`src/rtl/rgbw_pkg.sv`:
```
// Shared constants and types for the RGBW PWM output stage.
// The phase helper is only exercised when PWM_PHASE_STAGGER_EN is defined.
package rgbw_pkg;
  localparam int DUTY_W         = 8;
  localparam int NUM_CH         = 4;
  localparam int PERIOD_TOP_DEF = 254;
  localparam int PHASE_OFS_DEF  = 64;

  typedef logic [DUTY_W-1:0] duty_t;

  // Offset is pre-reduced below top+1, so one conditional subtract wraps it.
  function automatic duty_t phase_of(input duty_t cnt, input int ofs, input int top);
    logic [DUTY_W:0] sum;
    sum = {1'b0, cnt} + (DUTY_W+1)'(ofs);
    if (sum > (DUTY_W+1)'(top))
      sum = sum - (DUTY_W+1)'(top + 1);
    return sum[DUTY_W-1:0];
  endfunction
endpackage

```
`src/rtl/rgbw_pwm_out_channel.sv`:
```
// One PWM lane: shadow/active duty pair, optional phase offset, registered compare.
// Phase stagger is enabled by defining PWM_PHASE_STAGGER_EN.
module pwm_channel
  import rgbw_pkg::*;
#(
  parameter int CH         = 0,
  parameter int PERIOD_TOP = PERIOD_TOP_DEF,
  parameter int PHASE_OFS  = PHASE_OFS_DEF
) (
  input  logic  clk,
  input  logic  reset,
  input  logic  i_duty_vld,
  input  duty_t i_duty,
  input  logic  i_apply,
  input  duty_t i_cnt,
  output logic  o_pin
);
`ifdef PWM_PHASE_STAGGER_EN
  localparam bit STAGGER = 1'b1;
`else
  localparam bit STAGGER = 1'b0;
`endif
  localparam int CH_OFS = STAGGER ? (CH * PHASE_OFS) % (PERIOD_TOP + 1) : 0;

  duty_t r_shadow;
  duty_t r_active;
  logic  r_pin;
  duty_t w_phase;
  logic  w_on;

  assign w_phase = phase_of(i_cnt, CH_OFS, PERIOD_TOP);
  assign w_on    = (w_phase < r_active);
  assign o_pin   = r_pin;

  always_ff @(posedge clk) begin
    if (!reset) begin
      r_shadow <= '0;
      r_active <= '0;
      r_pin    <= 1'b0;
    end else begin
      if (i_duty_vld)
        r_shadow <= i_duty;
      // A strobe coinciding with the wrap bypasses the shadow straight into active.
      if (i_apply)
        r_active <= i_duty_vld ? i_duty : r_shadow;
      r_pin <= w_on;
    end
  end
endmodule

```
`src/rtl/rgbw_pwm_out.sv`:
```
// Four-channel double-buffered PWM stage: shared period counter plus wrap/pending control.
// Define PWM_PHASE_STAGGER_EN to offset each channel's turn-on by k*PHASE_OFS ticks.
module rgbw_pwm_out
  import rgbw_pkg::*;
#(
  parameter int PERIOD_TOP = PERIOD_TOP_DEF,
  parameter int PHASE_OFS  = PHASE_OFS_DEF
) (
  input  logic       clk,
  input  logic       reset,
  input  logic       clk_half,
  input  logic       duty_vld,
  input  logic [7:0] duty0,
  input  logic [7:0] duty1,
  input  logic [7:0] duty2,
  input  logic [7:0] duty3,
  output logic       duty_ack,
  output logic       period_start,
  output logic       d0,
  output logic       d1,
  output logic       d2,
  output logic       d3
);
  localparam duty_t TOP = duty_t'(PERIOD_TOP);

  duty_t             r_cnt;
  logic              r_pending;
  logic              r_ack;
  logic              r_pstart;
  logic              w_wrap;
  logic              w_apply;
  duty_t             w_duty [NUM_CH];
  logic [NUM_CH-1:0] w_pin;

  assign w_wrap    = clk_half && (r_cnt == TOP);
  assign w_apply   = w_wrap && (r_pending || duty_vld);
  assign w_duty[0] = duty0;
  assign w_duty[1] = duty1;
  assign w_duty[2] = duty2;
  assign w_duty[3] = duty3;

  always_ff @(posedge clk) begin
    if (!reset) begin
      r_cnt     <= '0;
      r_pending <= 1'b0;
      r_ack     <= 1'b0;
      r_pstart  <= 1'b0;
    end else begin
      if (clk_half)
        r_cnt <= w_wrap ? '0 : r_cnt + 1'b1;
      if (w_wrap)
        r_pending <= 1'b0;
      else if (duty_vld)
        r_pending <= 1'b1;
      r_ack    <= duty_vld;
      r_pstart <= w_wrap;
    end
  end

  for (genvar k = 0; k < NUM_CH; k++) begin : g_ch
    pwm_channel #(
      .CH         (k),
      .PERIOD_TOP (PERIOD_TOP),
      .PHASE_OFS  (PHASE_OFS)
    ) u_ch (
      .clk        (clk),
      .reset      (reset),
      .i_duty_vld (duty_vld),
      .i_duty     (w_duty[k]),
      .i_apply    (w_apply),
      .i_cnt      (r_cnt),
      .o_pin      (w_pin[k])
    );
  end

  assign duty_ack     = r_ack;
  assign period_start = r_pstart;
  assign d0           = w_pin[0];
  assign d1           = w_pin[1];
  assign d2           = w_pin[2];
  assign d3           = w_pin[3];
endmodule
```
`config.mk`:
```
export PLATFORM = sky130hd
export DESIGN_NAME = rgbw_pwm_out
export DESIGN_NICKNAME = d
export VERILOG_FILES = /design/src/rtl/rgbw_pkg.sv /design/src/rtl/rgbw_pwm_out_channel.sv /design/src/rtl/rgbw_pwm_out.sv
export SDC_FILE = /design/constraint.sdc
export NUM_CORES = 1
export LEC_CHECK = 0
export CAP_MARGIN = 20
export CORE_MARGIN = 1
export CORE_UTILIZATION = 30
export CTS_CLUSTER_SIZE = 8
export DETAILED_ROUTE_END_ITERATION = 16
export PLACE_DENSITY = 0.47
export SLEW_MARGIN = 25
export SYNTH_ARGS = -nofsm -noshare
export SYNTH_HDL_FRONTEND = slang
export SYNTH_SLANG_ARGS = --single-unit
export TNS_END_PERCENT = 30
```
`constraint.sdc`:
```
create_clock -name clk -period 3.5 [get_ports clk]
set_input_delay 1.05 -clock clk [delete_from_list [all_inputs] [get_ports clk]]
set_output_delay 1.05 -clock clk [all_outputs]
set_load 0.05 [all_outputs]
```
==> report_table.html, run 1 <==
<table>
<tr><th>Metric</th><th>Value</th></tr>
<tr><th colspan="2">Power and ir drop</th></tr>
<tr><td>Static leakage</td><td>between 2 and 2.5 nW</td></tr>
<tr><td>Worst-case vdd ir drop</td><td>just under 0.2 mV</td></tr>
<tr><td>PD cells</td><td>roughly 450 mW/mm^2</td></tr>
<tr><th colspan="2">Clock network</th></tr>
<tr><td>CTS Hold Bufs</td><td>0</td></tr>
<tr><td>Number of buffers created by CTS</td><td>9</td></tr>
<tr><td>Number of post-CTS setup repair buffers</td><td>0</td></tr>
<tr><td>Max Buffers Root-to-Sink</td><td>2</td></tr>
<tr><td>CTS Sinks</td><td>79</td></tr>
<tr><td>Number of gates resized after cts</td><td>0</td></tr>
<tr><td>CTS tree</td><td>done</td></tr>
<tr><td>Clock transition at the register clock pins on the worst setup and hold paths after CTS</td><td>60 ps</td></tr>
<tr><td>Source-to-sink clock delay at the later pin of the worst-skew pair</td><td>about 340 ps</td></tr>
<tr><td>H-tree level count</td><td>3</td></tr>
<tr><td>Clock tree root driver cell</td><td>sky130_fd_sc_hd__clkbuf_16</td></tr>
<tr><th colspan="2">Synth</th></tr>
<tr><td>Cell area after synthesis</td><td>0.00381 mm^2</td></tr>
<tr><td>Number of storage elements in the synthesis netlist</td><td>79</td></tr>
<tr><td>Ys flop type</td><td>sky130_fd_sc_hd__dfxtp_1</td></tr>
<tr><td>Leading cell types by total area after synthesis</td><td>sky130_fd_sc_hd__dfxtp_1 (42%), sky130_fd_sc_hd__ha_1 (9.9%), sky130_fd_sc_hd__mux2i_1 (8.4%), sky130_fd_sc_hd__o211a_1 (8.4%), sky130_fd_sc_hd__nor2b_1 (6.1%)</td></tr>
<tr><td>Synth cell count leaders</td><td>sky130_fd_sc_hd__dfxtp_1 (79), sky130_fd_sc_hd__nand2_1 (39), sky130_fd_sc_hd__nor2b_1 (37)</td></tr>
<tr><td>Xor and xnor area share after synthesis</td><td>0.00920</td></tr>
<tr><td>Net count after synthesis</td><td>roughly 460</td></tr>
<tr><td>Distinct cell type count after synthesis</td><td>33</td></tr>
<tr><td>Register area share after synthesis</td><td>0.415</td></tr>
<tr><td>Mean Syn Cell Area</td><td>between 9 and 10 um^2</td></tr>
<tr><td>Combinational family with the most area after synthesis</td><td>simple AND/OR/NAND/NOR gates</td></tr>
<tr><td>Adder-cell share of the synthesized area</td><td>0.0986</td></tr>
<tr><td>Proportion of register bits with asynchronous set or reset after synthesis</td><td>0</td></tr>
<tr><td>Library cell occupying the most area in the post-synthesis netlist</td><td>sky130_fd_sc_hd__dfxtp_1</td></tr>
<tr><td>Portion of synthesized cell area occupied by the leading cell type</td><td>0.415</td></tr>
<tr><td>Share of the synthesized area in compound gates (AO/OA/AOI/OAI)</td><td>0.137</td></tr>
<tr><td>Simple-gate share of the synthesized area</td><td>0.191</td></tr>
<tr><td>Syn. warnings</td><td>0</td></tr>
<tr><td>Cells after synthesis</td><td>392</td></tr>
<tr><td>Portion of netlist area occupied by mux cells</td><td>0.0841</td></tr>
<tr><td>Count of flip-flops with a built-in enable after synthesis</td><td>0</td></tr>
<tr><td>Cell with the most instances after synthesis</td><td>sky130_fd_sc_hd__dfxtp_1</td></tr>
<tr><th colspan="2">Die</th></tr>
<tr><td>Die outline height</td><td>roughly 110 um</td></tr>
<tr><td>Overall die area</td><td>roughly 0.013 mm^2</td></tr>
<tr><td>Starting utilization of the core area</td><td>0.312</td></tr>
<tr><td>Row Count</td><td>40</td></tr>
<tr><td>Die Span X</td><td>115 um</td></tr>
<tr><td>Core ar.</td><td>roughly 0.012 mm^2</td></tr>
<tr><td>I/O pin count</td><td>42</td></tr>
<tr><th colspan="2">STA</th></tr>
<tr><td>Clock period minus worst slack</td><td>between 2000 and 3000 ps</td></tr>
<tr><td>Number of setup violations in the final report</td><td>0</td></tr>
<tr><td>Crit share post-route</td><td>0.767</td></tr>
<tr><td>Relative slew margins</td><td>0.506</td></tr>
<tr><td>Max Freq</td><td>~370 MHz</td></tr>
<tr><td>Final total negative setup slack</td><td>0 ps</td></tr>
<tr><td>Number of max-slew violations in the final report</td><td>0</td></tr>
<tr><td>Worst Clk Skew</td><td>between 5 and 6 ps</td></tr>
<tr><td>Least-Margin Pin Slew</td><td>roughly 730 ps</td></tr>
<tr><td>Final count of hold timing violations</td><td>0</td></tr>
<tr><td>RSZ-0062 raised after global routing</td><td>false</td></tr>
<tr><th colspan="2">Setup path</th></tr>
<tr><td>Peak fanout along the critical path</td><td>7</td></tr>
<tr><td>Crit end category</td><td>flip-flop</td></tr>
<tr><td>Data required, critical path</td><td>3750 ps</td></tr>
<tr><td>Largest incremental delay on the critical path</td><td>460 ps</td></tr>
<tr><td>Critical path's most frequent cell</td><td>sky130_fd_sc_hd__ha_1</td></tr>
<tr><td>Worst Setup Start Kind</td><td>flip-flop</td></tr>
<tr><td>CP max stage cell</td><td>sky130_fd_sc_hd__dfxtp_1</td></tr>
<tr><td>Worst-path cell chain</td><td>inv_1 &gt; ha_1 &gt; nand4b_1 &gt; nor2_1 &gt; nand2_1 &gt; and2_1 &gt; ha_1 &gt; a2111oi_0 &gt; nand3_1 &gt; a21oi_1</td></tr>
<tr><td>CP arrival</td><td>slightly below 3000 ps</td></tr>
<tr><td>Critical path start-end classification</td><td>reg2reg</td></tr>
<tr><th colspan="2">Run status</th></tr>
<tr><td>Result of the run</td><td>completed</td></tr>
<tr><th colspan="2">Final layout</th></tr>
<tr><td>Fraction of layout cells with a size suffix above 1</td><td>0.0572</td></tr>
<tr><td>Final Net Count</td><td>498</td></tr>
<tr><td>Post-route cell area</td><td>around 0.0047 mm^2</td></tr>
<tr><td>Filler cell count in the final layout</td><td>approximately 1.3k</td></tr>
<tr><td>Fin util</td><td>0.383</td></tr>
<tr><td>Area overhead of the layout relative to synthesis</td><td>22.8%</td></tr>
<tr><td>Area of combinational cells with multiple inputs</td><td>0.00198 mm^2</td></tr>
<tr><td>Number of diodes</td><td>0</td></tr>
<tr><td>Register area</td><td>between 0.0015 and 0.002 mm^2</td></tr>
<tr><th colspan="2">Global routing</th></tr>
<tr><td>Pin count of the biggest net entering global routing</td><td>42</td></tr>
<tr><td>Number of global-route vias before repair</td><td>about 2.7k</td></tr>
<tr><td>Sum of overflow across all layers after global routing</td><td>0</td></tr>
<tr><td>Global-route usage over all layers</td><td>0.135</td></tr>
<tr><td>Global-route wire length before repair</td><td>13.3 mm</td></tr>
<tr><td>Antenna violations before repair</td><td>0</td></tr>
<tr><th colspan="2">Route</th></tr>
<tr><td>Via density per instance</td><td>4.61</td></tr>
<tr><td>Routed WL</td><td>between 8 and 9 mm</td></tr>
<tr><td>Routed WL per cell</td><td>~13 um</td></tr>
<tr><td>Number of search-and-repair iterations in the first detailed-routing pass</td><td>4</td></tr>
<tr><td>Number of DRC violations after detailed-routing iteration 0</td><td>108</td></tr>
<tr><td>Final routed DRC violation total</td><td>0</td></tr>
<tr><td>Via count</td><td>between 2k and 3k</td></tr>
<tr><td>Final ANT Viol Nets</td><td>0</td></tr>
<tr><th colspan="2">Place</th></tr>
<tr><td>GP Congestion</td><td>between 0.7 and 0.8</td></tr>
<tr><td>Area after detailed placement</td><td>0.00435 mm^2</td></tr>
<tr><td>Count of buffers from port buffering</td><td>41</td></tr>
<tr><td>Post-detail-place hpwl</td><td>5.52 mm</td></tr>
<tr><th colspan="2">Min path</th></tr>
<tr><td>Hold/Removal Path Class</td><td>reg2reg</td></tr>
<tr><th colspan="2">Flow run</th></tr>
<tr><td>Reported max-cap violation count</td><td>0</td></tr>
</table>
## worst max-delay path: cells and delay by family, from the launching register on
family | cells | cell delay [ps]
flops | 1 | 460
buf+inv | 1 | 110
compound gates | 2 | 640
simple gates | 5 | 880
fa+ha+maj | 2 | 500
## layer usage
metal,share of wire,vias to the layer above,track usage
met5,0,-,0
met2,0.42,44,0.196
met3,0.042,14,0.0413
met1,0.51,1287,0.181
met4,0.023,0,0.0693
li1,-,1444,-
## kinds of logic (layout without fill, tap and decap cells)
group                    count (synthesis)  in the layout
AO/OA/AOI/OAI                           62             62
multiplexers                            32             32
adder cells (fa/ha/maj)                 30             30
AND/OR/NAND/NOR                        133            133
flip-flops                              79             79
XOR/XNOR                                 4              4
buffers and inverters                   52             97
## area by class of cell
class	count	area share
Timing Repair Buffer	48	0.0969
Multi-Input combinational cell	261	0.424
Tap cell	168	0.0450
Clock buffer	13	0.0557
Inverter	33	0.0265
Sequential cell	79	0.338
Clock inverter	3	0.0139
## power breakdown
group	internal [mW]	switching, mW	leakage (nW)
Clock	0.663	0.359	0.160
Combinational	0.0824	0.0788	1.41
Sequential	0.926	0.00992	0.644
## final timing paths
check / slack (ps) / end / depth (start not counted) / startpoint
max: 820 / g_ch[3].u_ch.o_pin$_SDFF_PN0_ / 10 / r_cnt[0]$_SDFFE_PN0P_
min: 500 / g_ch[3].u_ch.r_active[4]$_SDFFE_PN0P_ / 1 / g_ch[3].u_ch.r_active[4]$_SDFFE_PN0P_
max reg2reg: 820 / g_ch[3].u_ch.o_pin$_SDFF_PN0_ / 10 / r_cnt[0]$_SDFFE_PN0P_
min reg2reg: 500 / g_ch[3].u_ch.r_active[4]$_SDFFE_PN0P_ / 1 / g_ch[3].u_ch.r_active[4]$_SDFFE_PN0P_
## registers in the layout, summed over array words and instances, names as in the netlist
name and cells:
r_cnt 8, period_start 1, g_ch.u_ch.o_pin 4, r_pending 1, duty_ack 1, g_ch.u_ch.r_shadow 32
g_ch.u_ch.r_active 32
## per-stage QoR
step	total power, mW	worst slack [ps]	instances	hold WS [ps]
6_report	2.12	815	605	497
5_1_grt	2.21	542	605	512
4_1_cts	2.16	846	605	501
3_5_place_dp	1.12	542	589	487
3_3_place_gp	1.12	586	589	482
2_1_floorplan	1.05	1240	392	472
## layout by cell type (no fill, tap or decap), types with 6 or more instances in the layout
master,n
sky130_fd_sc_hd__dfxtp_1,79
sky130_fd_sc_hd__nand2_1,39
sky130_fd_sc_hd__clkdlybuf4s50_1,39
sky130_fd_sc_hd__nor2b_1,37
sky130_fd_sc_hd__inv_1,33
sky130_fd_sc_hd__mux2i_1,32
sky130_fd_sc_hd__o211a_1,32
sky130_fd_sc_hd__ha_1,30
sky130_fd_sc_hd__nand3_1,11
sky130_fd_sc_hd__nor3_1,10
sky130_fd_sc_hd__nor2_1,9
sky130_fd_sc_hd__o21ai_0,9
sky130_fd_sc_hd__clkbuf_16,9
sky130_fd_sc_hd__nand4_1,8
sky130_fd_sc_hd__buf_4,7
sky130_fd_sc_hd__and2_1,6
Note: power is estimated with default switching activity, not from simulation.
==> run 2: changes to the inputs <==
--- a/config.mk
+++ b/config.mk
@@ -10,7 +10,7 @@
 export CORE_UTILIZATION = 30
 export CTS_CLUSTER_SIZE = 8
 export DETAILED_ROUTE_END_ITERATION = 16
-export PLACE_DENSITY = 0.47
+export PLACE_DENSITY = 0.49
 export SLEW_MARGIN = 25
 export SYNTH_ARGS = -nofsm -noshare
 export SYNTH_HDL_FRONTEND = slang
==> constraint.sdc (replaced) <==
create_clock -name clk -period 2.2 [get_ports clk]
set_input_delay 0.66 -clock clk [delete_from_list [all_inputs] [get_ports clk]]
set_output_delay 0.66 -clock clk [all_outputs]
set_load 0.05 [all_outputs]
==> run 2 against run 1 <==
Register-to-register slack got worse by 690 ps. Sequential share of layout area down 2.7 points. Highest routed layer unchanged. Total power grew 72%. Combinational power rose by 73%. Sequential power rose by 59%. Worst hold slack worse by 1.6 ps. Largest cell class unchanged. Cell count grew 4.0%.
==> report_table.html, run 2 (synthesis gave the netlist of run 1 again) <==
<table>
<tr><th>Metric</th><th>Value</th></tr>
<tr><th colspan="2">Run status</th></tr>
<tr><td>Result of the run</td><td>completed</td></tr>
<tr><th colspan="2">Place</th></tr>
<tr><td>Area after detailed placement</td><td>0.00456 mm^2 (+4.7%)</td></tr>
<tr><td>Count of buffers from port buffering</td><td>41 (unchanged)</td></tr>
<tr><td>GP Congestion</td><td>0.826 (+5.6%)</td></tr>
<tr><td>Post-detail-place hpwl</td><td>5.76 mm (+4.3%)</td></tr>
<tr><th colspan="2">Flow run</th></tr>
<tr><td>Reported max-cap violation count</td><td>0 (unchanged)</td></tr>
<tr><th colspan="2">Global routing</th></tr>
<tr><td>Sum of overflow across all layers after global routing</td><td>0 (unchanged)</td></tr>
<tr><td>Antenna violations before repair</td><td>0 (unchanged)</td></tr>
<tr><td>Global-route wire length before repair</td><td>14.0 mm (+5.0%)</td></tr>
<tr><td>Pin count of the biggest net entering global routing</td><td>63 (+50%)</td></tr>
<tr><td>Number of global-route vias before repair</td><td>2983 (+11%)</td></tr>
<tr><td>Global-route usage over all layers</td><td>0.139 (+0.00327)</td></tr>
<tr><th colspan="2">Clock network</th></tr>
<tr><td>CTS Hold Bufs</td><td>0 (unchanged)</td></tr>
<tr><td>Number of buffers created by CTS</td><td>9 (unchanged)</td></tr>
<tr><td>Clock tree root driver cell</td><td>sky130_fd_sc_hd__clkbuf_16</td></tr>
<tr><td>CTS Sinks</td><td>79 (unchanged)</td></tr>
<tr><td>Source-to-sink clock delay at the later pin of the worst-skew pair</td><td>350 ps (about the same)</td></tr>
<tr><td>Max Buffers Root-to-Sink</td><td>2 (unchanged)</td></tr>
<tr><td>Number of post-CTS setup repair buffers</td><td>0 (unchanged)</td></tr>
<tr><td>CTS tree</td><td>done</td></tr>
<tr><td>Clock transition at the register clock pins on the worst setup and hold paths after CTS</td><td>60 ps (about the same)</td></tr>
<tr><td>H-tree level count</td><td>3 (unchanged)</td></tr>
<tr><th colspan="2">Setup path</th></tr>
<tr><td>Critical path buffers and inverters</td><td>1 (unchanged)</td></tr>
<tr><td>Register-to-register setup slack</td><td>130 ps (-690 ps)</td></tr>
<tr><td>CP max stage cell</td><td>sky130_fd_sc_hd__clkdlybuf4s50_1</td></tr>
<tr><td>Top delay family on crit path</td><td>buffers and inverters</td></tr>
<tr><td>R2r worst-path depth</td><td>9 (-1)</td></tr>
<tr><td>CP arrival</td><td>1490 ps (-1440 ps)</td></tr>
<tr><td>Worst Setup Start Kind</td><td>flip-flop</td></tr>
<tr><td>Critical path start-end classification</td><td>reg2out</td></tr>
<tr><td>Crit end category</td><td>primary output</td></tr>
<tr><td>Reg-to-reg endpoint</td><td>g_ch[0].u_ch.o_pin$_SDFF_PN0_</td></tr>
<tr><td>Peak fanout along the critical path</td><td>1 (-6)</td></tr>
<tr><td>Launch point of the worst reg-to-reg path</td><td>r_cnt[4]$_SDFFE_PN0P_</td></tr>
<tr><td>Data required, critical path</td><td>1540 ps (-2210 ps)</td></tr>
<tr><td>Largest incremental delay on the critical path</td><td>800 ps (+340 ps)</td></tr>
<tr><td>Worst-path cell chain</td><td>clkdlybuf4s50_1</td></tr>
<tr><th colspan="2">Die</th></tr>
<tr><td>Overall die area</td><td>0.0131 mm^2 (unchanged)</td></tr>
<tr><td>I/O pin count</td><td>42 (unchanged)</td></tr>
<tr><td>Die Span X</td><td>115 um (unchanged)</td></tr>
<tr><td>Core ar.</td><td>0.0122 mm^2 (unchanged)</td></tr>
<tr><td>Die outline height</td><td>115 um (unchanged)</td></tr>
<tr><td>Starting utilization of the core area</td><td>0.312 (unchanged)</td></tr>
<tr><td>Row Count</td><td>40 (unchanged)</td></tr>
<tr><th colspan="2">Route</th></tr>
<tr><td>Uppermost layer routed</td><td>met4</td></tr>
<tr><td>Routed WL per cell</td><td>12.9 um (-3.3%)</td></tr>
<tr><td>Number of DRC violations after detailed-routing iteration 0</td><td>119 (+10%)</td></tr>
<tr><td>Number of search-and-repair iterations in the first detailed-routing pass</td><td>4 (unchanged)</td></tr>
<tr><td>Met3 wirelength from detailed routing</td><td>289 um (-13%)</td></tr>
<tr><td>Via density per instance</td><td>4.62 (+0.15%)</td></tr>
<tr><td>Routed WL</td><td>8.09 mm (+0.50%)</td></tr>
<tr><td>Met1 wire length</td><td>3.97 mm (-3.6%)</td></tr>
<tr><td>Routed wire length on met2</td><td>3.71 mm (+8.8%)</td></tr>
<tr><td>Final routed DRC violation total</td><td>0 (unchanged)</td></tr>
<tr><td>Via count</td><td>2904 (+4.1%)</td></tr>
<tr><td>Final ANT Viol Nets</td><td>0 (unchanged)</td></tr>
<tr><th colspan="2">STA</th></tr>
<tr><td>Final count of hold timing violations</td><td>0 (unchanged)</td></tr>
<tr><td>Least-Margin Pin Slew</td><td>505 ps (-229 ps)</td></tr>
<tr><td>Max Freq</td><td>464 MHz</td></tr>
<tr><td>RSZ-0062 raised after global routing</td><td>true</td></tr>
<tr><td>Final Hold Slack</td><td>495 ps (-1.57 ps)</td></tr>
<tr><td>Crit share post-route</td><td>0.979</td></tr>
<tr><td>Number of max-slew violations in the final report</td><td>0 (unchanged)</td></tr>
<tr><td>Clock period minus worst slack</td><td>~2200 ps</td></tr>
<tr><td>Final total negative setup slack</td><td>0 ps (unchanged)</td></tr>
<tr><td>Relative slew margins</td><td>0.662 (+0.157)</td></tr>
<tr><td>Number of setup violations in the final report</td><td>0 (unchanged)</td></tr>
<tr><td>Worst Clk Skew</td><td>8.67 ps (+3.24 ps)</td></tr>
<tr><th colspan="2">Final layout</th></tr>
<tr><td>Filler cell count in the final layout</td><td>1244 (-1.6%)</td></tr>
<tr><td>Commonest cells after routing, fill and taps aside</td><td>sky130_fd_sc_hd__dfxtp_1 (79), sky130_fd_sc_hd__clkdlybuf4s50_1 (39), sky130_fd_sc_hd__nand2_1 (38), sky130_fd_sc_hd__nor2b_1 (37), sky130_fd_sc_hd__inv_1 (33)</td></tr>
<tr><td>Area overhead of the layout relative to synthesis</td><td>33.4%</td></tr>
<tr><td>Fraction of layout cells with a size suffix above 1</td><td>0.150 (+0.0925)</td></tr>
<tr><td>Registers with the most flip-flops</td><td>g_ch.u_ch.r_active (32), g_ch.u_ch.r_shadow (32), r_cnt (8)</td></tr>
<tr><td>Final Net Count</td><td>522 (+4.8%)</td></tr>
<tr><td>Number of diodes</td><td>0 (unchanged)</td></tr>
<tr><td>Fin util</td><td>0.416 (+0.0330)</td></tr>
<tr><td>Post-route cell area</td><td>0.00508 mm^2 (+8.6%)</td></tr>
<tr><td>Most common cell after layout, fill and taps aside</td><td>sky130_fd_sc_hd__dfxtp_1</td></tr>
<tr><th colspan="2">Power and ir drop</th></tr>
<tr><td>Power, Total</td><td>3.64 mW (+72%)</td></tr>
<tr><td>Static leakage</td><td>2.39 nW (+8.3%)</td></tr>
<tr><td>PD cells</td><td>717 mW/mm^2 (+58%)</td></tr>
<tr><td>Worst-case vdd ir drop</td><td>0.355 mV (+79%)</td></tr>
<tr><th colspan="2">Min path</th></tr>
<tr><td>Hold/Removal Path Class</td><td>reg2reg</td></tr>
<tr><td>Hold depth</td><td>1 (unchanged)</td></tr>
<tr><td>Terminating pin of the worst hold path</td><td>g_ch[0].u_ch.r_active[0]$_SDFFE_PN0P_</td></tr>
<tr><td>Worst hold path startpoint</td><td>g_ch[0].u_ch.r_active[0]$_SDFFE_PN0P_</td></tr>
</table>
-- run 2: per-stage QoR --
stage | setup WS [ps] | instances
5_1_grt | -14.9 | 629
4_1_cts | 8.51 | 629
3_5_place_dp | -83.2 | 613
6_report | 45.4 | 629
2_1_floorplan | 88.8 | 392
3_3_place_gp | -19.7 | 613
-- run 2: layout make-up --
class / instances / area [um^2] / share of cell area
Clock inverter: 5 / 128 / 0.0251
Inverter: 33 / 124 / 0.0244
Sequential cell: 79 / 1580 / 0.311
Clock buffer: 11 / 253 / 0.0498
Tap cell: 168 / 210 / 0.0414
Multi-Input combinational cell: 261 / 2120 / 0.418
Timing Repair Buffer: 72 / 658 / 0.130
-- run 2: how the worst max path moves through the flow --
stage | startpoint | to | cells past startpoint
3_5_place_dp | r_cnt[0]$_SDFFE_PN0P_ | g_ch[0].u_ch.o_pin$_SDFF_PN0_ | 10
5_1_grt | r_cnt[0]$_SDFFE_PN0P_ | g_ch[1].u_ch.o_pin$_SDFF_PN0_ | 10
2_1_floorplan | r_cnt[0]$_SDFFE_PN0P_ | g_ch[2].u_ch.o_pin$_SDFF_PN0_ | 10
3_3_place_gp | clk_half | g_ch[3].u_ch.r_active[4]$_SDFFE_PN0P_ | 6
4_1_cts | r_cnt[0]$_SDFFE_PN0P_ | g_ch[3].u_ch.o_pin$_SDFF_PN0_ | 10
6_report | g_ch[1].u_ch.o_pin$_SDFF_PN0_ | d1 | 1
-- run 2: layer usage --
metal,vias to the layer above,global-route usage
met2,33,0.221
met3,10,0.0429
met1,1371,0.172
li1,1490,-
met5,-,0
met4,0,0.0597
-- run 2: power breakdown --
part / leakage [nW] / total [mW] / switching (mW) / internal (mW)
sequential: 0.644 / 1.49 / 0.0122 / 1.47
clock: 0.182 / 1.88 / 0.595 / 1.28
combinational: 1.57 / 0.278 / 0.130 / 0.148
total: 2.39 / 3.64 / 0.737 / 2.91
-- run 2: timing repair --
item | CTS | global route
endpoints found under the setup margin | 4 | 4
pin swaps | 0 | 3
gates resized for setup | 7 | 21
==> run 3: changes to the inputs <==
--- a/config.mk
+++ b/config.mk
@@ -11,6 +11,7 @@
 export CTS_CLUSTER_SIZE = 8
 export DETAILED_ROUTE_END_ITERATION = 16
 export PLACE_DENSITY = 0.49
+export SKIP_LAST_GASP = 1
 export SLEW_MARGIN = 25
 export SYNTH_ARGS = -nofsm -noshare
 export SYNTH_HDL_FRONTEND = slang
==> constraint.sdc (replaced) <==
create_clock -name clk -period 2.2 [get_ports clk]
set_input_delay 0.33 -clock clk [delete_from_list [all_inputs] [get_ports clk]]
set_output_delay 0.33 -clock clk [all_outputs]
set_load 0.05 [all_outputs]
==> run 3 against run 2 <==
Final area is 2.8% lower. Register-to-register slack got worse by 40 ps. Via count shrank 1.6%. Total power fell by 7.1%. Worst hold slack worse by 160 ps. Flip-flop and latch count unchanged. Global-route usage is 0.71 points lower. First-iteration DRC count rose by 3.4%. Sequential power hardly changed. Die area stayed put. Largest power group unchanged. Highest routed layer unchanged.
==> report_table.html, run 3 (synthesis gave the netlist of run 1 again) <==
<table>
<tr><th>Metric</th><th>Value</th></tr>
<tr><th colspan="2">Min path</th></tr>
<tr><td>Hold/Removal Path Class</td><td>in2reg</td></tr>
<tr><td>Terminating pin of the worst hold path</td><td>r_pending$_SDFFE_PP0P_</td></tr>
<tr><td>Hold depth</td><td>3 (+2)</td></tr>
<tr><td>Worst hold path startpoint</td><td>duty_vld</td></tr>
<tr><th colspan="2">Die</th></tr>
<tr><td>Die outline height</td><td>115 um (unchanged)</td></tr>
<tr><td>Row Count</td><td>40 (unchanged)</td></tr>
<tr><td>Starting utilization of the core area</td><td>0.312 (unchanged)</td></tr>
<tr><td>Overall die area</td><td>0.0131 mm^2 (unchanged)</td></tr>
<tr><td>I/O pin count</td><td>42 (unchanged)</td></tr>
<tr><td>Core ar.</td><td>0.0122 mm^2 (unchanged)</td></tr>
<tr><td>Die Span X</td><td>115 um (unchanged)</td></tr>
<tr><th colspan="2">Setup path</th></tr>
<tr><td>Launch point of the worst reg-to-reg path</td><td>r_cnt[0]$_SDFFE_PN0P_</td></tr>
<tr><td>Peak fanout along the critical path</td><td>4 (+3)</td></tr>
<tr><td>Critical path start-end classification</td><td>reg2reg</td></tr>
<tr><td>Register-to-register setup slack</td><td>90 ps (-40 ps)</td></tr>
<tr><td>R2r worst-path depth</td><td>10 (+1)</td></tr>
<tr><td>Data required, critical path</td><td>2480 ps (+940 ps)</td></tr>
<tr><td>Reg-to-reg endpoint</td><td>g_ch[1].u_ch.o_pin$_SDFF_PN0_</td></tr>
<tr><td>Crit end category</td><td>flip-flop</td></tr>
<tr><td>Worst Setup Start Kind</td><td>flip-flop</td></tr>
<tr><td>CP arrival</td><td>2380 ps (+890 ps)</td></tr>
<tr><th colspan="2">Clock network</th></tr>
<tr><td>Clock tree root driver cell</td><td>sky130_fd_sc_hd__clkbuf_16</td></tr>
<tr><td>Max Buffers Root-to-Sink</td><td>2 (unchanged)</td></tr>
<tr><td>Clock transition at the register clock pins on the worst setup and hold paths after CTS</td><td>60 ps (about the same)</td></tr>
<tr><td>H-tree level count</td><td>3 (unchanged)</td></tr>
<tr><td>CTS Hold Bufs</td><td>0 (unchanged)</td></tr>
<tr><td>CTS Sinks</td><td>79 (unchanged)</td></tr>
<tr><td>CTS tree</td><td>done</td></tr>
<tr><td>Number of buffers created by CTS</td><td>9 (unchanged)</td></tr>
<tr><td>Source-to-sink clock delay at the later pin of the worst-skew pair</td><td>340 ps (about the same)</td></tr>
<tr><th colspan="2">STA</th></tr>
<tr><td>Final Hold Slack</td><td>337 ps (-159 ps)</td></tr>
<tr><td>Max Freq</td><td>475 MHz (+2.3%)</td></tr>
<tr><td>Crit share post-route</td><td>0.958 (-0.0218)</td></tr>
<tr><td>Worst Clk Skew</td><td>4.93 ps (-3.74 ps)</td></tr>
<tr><td>Relative slew margins</td><td>0.545 (-0.117)</td></tr>
<tr><td>Number of max-slew violations in the final report</td><td>0 (unchanged)</td></tr>
<tr><td>Clock period minus worst slack</td><td>2110 ps (-48.0 ps)</td></tr>
<tr><td>Number of setup violations in the final report</td><td>0 (unchanged)</td></tr>
<tr><td>Final count of hold timing violations</td><td>0 (unchanged)</td></tr>
<tr><td>Least-Margin Pin Slew</td><td>682 ps (+177 ps)</td></tr>
<tr><td>RSZ-0062 raised after global routing</td><td>true</td></tr>
<tr><td>Final total negative setup slack</td><td>0 ps (unchanged)</td></tr>
<tr><td>Worst Setup Slack, final</td><td>93.4 ps (+48.0 ps)</td></tr>
<tr><th colspan="2">Final layout</th></tr>
<tr><td>Filler cell count in the final layout</td><td>1277 (+2.7%)</td></tr>
<tr><td>Area of combinational cells with multiple inputs</td><td>0.00209 mm^2 (-1.8%)</td></tr>
<tr><td>Registers with the most flip-flops</td><td>g_ch.u_ch.r_active (32), g_ch.u_ch.r_shadow (32), r_cnt (8)</td></tr>
<tr><td>Post-route cell area</td><td>0.00493 mm^2 (-2.8%)</td></tr>
<tr><td>Commonest cells after routing, fill and taps aside</td><td>sky130_fd_sc_hd__dfxtp_1 (77), sky130_fd_sc_hd__nand2_1 (39), sky130_fd_sc_hd__clkdlybuf4s50_1 (39), sky130_fd_sc_hd__nor2b_1 (36)</td></tr>
<tr><td>Final Net Count</td><td>513 (-1.7%)</td></tr>
<tr><td>Area overhead of the layout relative to synthesis</td><td>29.6%</td></tr>
<tr><td>Fraction of layout cells with a size suffix above 1</td><td>0.126 (-0.0236)</td></tr>
<tr><td>Most common cell after layout, fill and taps aside</td><td>sky130_fd_sc_hd__dfxtp_1</td></tr>
<tr><td>Register area</td><td>0.00159 mm^2 (+0.32%)</td></tr>
<tr><td>Number of diodes</td><td>0 (unchanged)</td></tr>
<tr><th colspan="2">Flow run</th></tr>
<tr><td>Reported max-cap violation count</td><td>0 (unchanged)</td></tr>
<tr><th colspan="2">Global routing</th></tr>
<tr><td>Global-route usage over all layers</td><td>0.131 (-0.00705)</td></tr>
<tr><td>Pin count of the biggest net entering global routing</td><td>40 (-37%)</td></tr>
<tr><td>Sum of overflow across all layers after global routing</td><td>0 (unchanged)</td></tr>
<tr><td>Number of global-route vias before repair</td><td>2801 (-6.1%)</td></tr>
<tr><td>Global-route wire length before repair</td><td>13.4 mm (-4.5%)</td></tr>
<tr><td>Antenna violations before repair</td><td>0 (unchanged)</td></tr>
<tr><th colspan="2">Place</th></tr>
<tr><td>GP Congestion</td><td>0.830 (+0.52%)</td></tr>
<tr><td>Worst slack at placement</td><td>-115 ps (-32.2 ps)</td></tr>
<tr><td>Post-detail-place hpwl</td><td>5.56 mm (-3.4%)</td></tr>
<tr><td>Count of buffers from port buffering</td><td>41 (unchanged)</td></tr>
<tr><td>Area after detailed placement</td><td>0.00446 mm^2 (-2.0%)</td></tr>
<tr><th colspan="2">Route</th></tr>
<tr><td>Routed WL per cell</td><td>13.0 um (+1.1%)</td></tr>
<tr><td>Via count</td><td>2858 (-1.6%)</td></tr>
<tr><td>Final ANT Viol Nets</td><td>0 (unchanged)</td></tr>
<tr><td>Via density per instance</td><td>4.61 (-0.16%)</td></tr>
<tr><td>Final routed DRC violation total</td><td>0 (unchanged)</td></tr>
<tr><td>Number of search-and-repair iterations in the first detailed-routing pass</td><td>5 (+1)</td></tr>
<tr><td>Routed WL</td><td>8.06 mm (-0.37%)</td></tr>
<tr><td>Number of DRC violations after detailed-routing iteration 0</td><td>123 (+3.4%)</td></tr>
<tr><th colspan="2">Power and ir drop</th></tr>
<tr><td>PD cells</td><td>686 mW/mm^2 (-4.4%)</td></tr>
<tr><td>Worst-case vdd ir drop</td><td>0.410 mV (+16%)</td></tr>
<tr><td>Static leakage</td><td>2.31 nW (-3.3%)</td></tr>
<tr><th colspan="2">Run status</th></tr>
<tr><td>Result of the run</td><td>completed</td></tr>
</table>
run 3: worst max path at each step:
| stage | from | to | slack, ps |
|---|---|---|---|
| 4_1_cts | r_cnt[1]$_SDFFE_PN0P_ | g_ch[0].u_ch.o_pin$_SDFF_PN0_ | 6 |
| 2_1_floorplan | r_cnt[0]$_SDFFE_PN0P_ | g_ch[2].u_ch.o_pin$_SDFF_PN0_ | 90 |
| 3_5_place_dp | r_cnt[0]$_SDFFE_PN0P_ | g_ch[2].u_ch.o_pin$_SDFF_PN0_ | -120 |
| 5_1_grt | r_cnt[0]$_SDFFE_PN0P_ | g_ch[3].u_ch.o_pin$_SDFF_PN0_ | -40 |
| 3_3_place_gp | r_cnt[1]$_SDFFE_PN0P_ | g_ch[0].u_ch.o_pin$_SDFF_PN0_ | 1 |
| 6_report | r_cnt[0]$_SDFFE_PN0P_ | g_ch[1].u_ch.o_pin$_SDFF_PN0_ | 90 |
run 3: what timing repair did:
item / 4_1_cts / 5_1_grt
gates resized for setup: 6 / 22
cloned: 0 / 0
endpoints found under the hold margin: 0 / 0
pin swaps: 2 / 5
endpoints found under the setup margin: 4 / 4
setup buffers: 1 / 4
run 3: worst max-delay path: stages, from the launching register on:
cell	delay, ps
sky130_fd_sc_hd__dfxtp_2	330
sky130_fd_sc_hd__inv_2	50
sky130_fd_sc_hd__ha_4	160
sky130_fd_sc_hd__nand4b_1	220
sky130_fd_sc_hd__nor2_2	190
sky130_fd_sc_hd__nand2_1	100
sky130_fd_sc_hd__and2_4	180
sky130_fd_sc_hd__ha_1	190
sky130_fd_sc_hd__a2111oi_0	370
sky130_fd_sc_hd__nand3_1	130
sky130_fd_sc_hd__a21oi_1	120
run 3: power by group:
group          switching (mW)  leakage [nW]  internal (mW)
Combinational           0.129          1.51          0.148
Sequential             0.0130         0.645           1.47
Clock                   0.568         0.160           1.05
Total                   0.710          2.31           2.68
run 3: per-layer routing:
metal / GRT usage / vias up / share of wire
met1: 0.163 / 1330 / 0.49
met3: 0.0312 / 11 / 0.036
met5: 0 / - / 0
met4: 0.0623 / 0 / 0.016
li1: - / 1480 / -
met2: 0.215 / 37 / 0.46
run 3: area by class of cell:
class	instances	share of cell area
multi-input cells	261	0.423
flip-flops and latches	79	0.322
repair buffers	63	0.122
clock buffers	13	0.0527
well taps	168	0.0426
inverters	33	0.0251
clock inverters	3	0.0132
run 3: through the flow:
| stage | instances | utilization | power (mW) |
|---|---|---|---|
| global route | 620 | 0.404 | 3.52 |
| CTS | 616 | 0.394 | 3.43 |
| finish | 620 | 0.404 | 3.39 |
| global placement | 599 | 0.365 | 1.78 |
| floorplan | 392 | - | 1.67 |
| detailed placement | 599 | 0.365 | 1.78 |
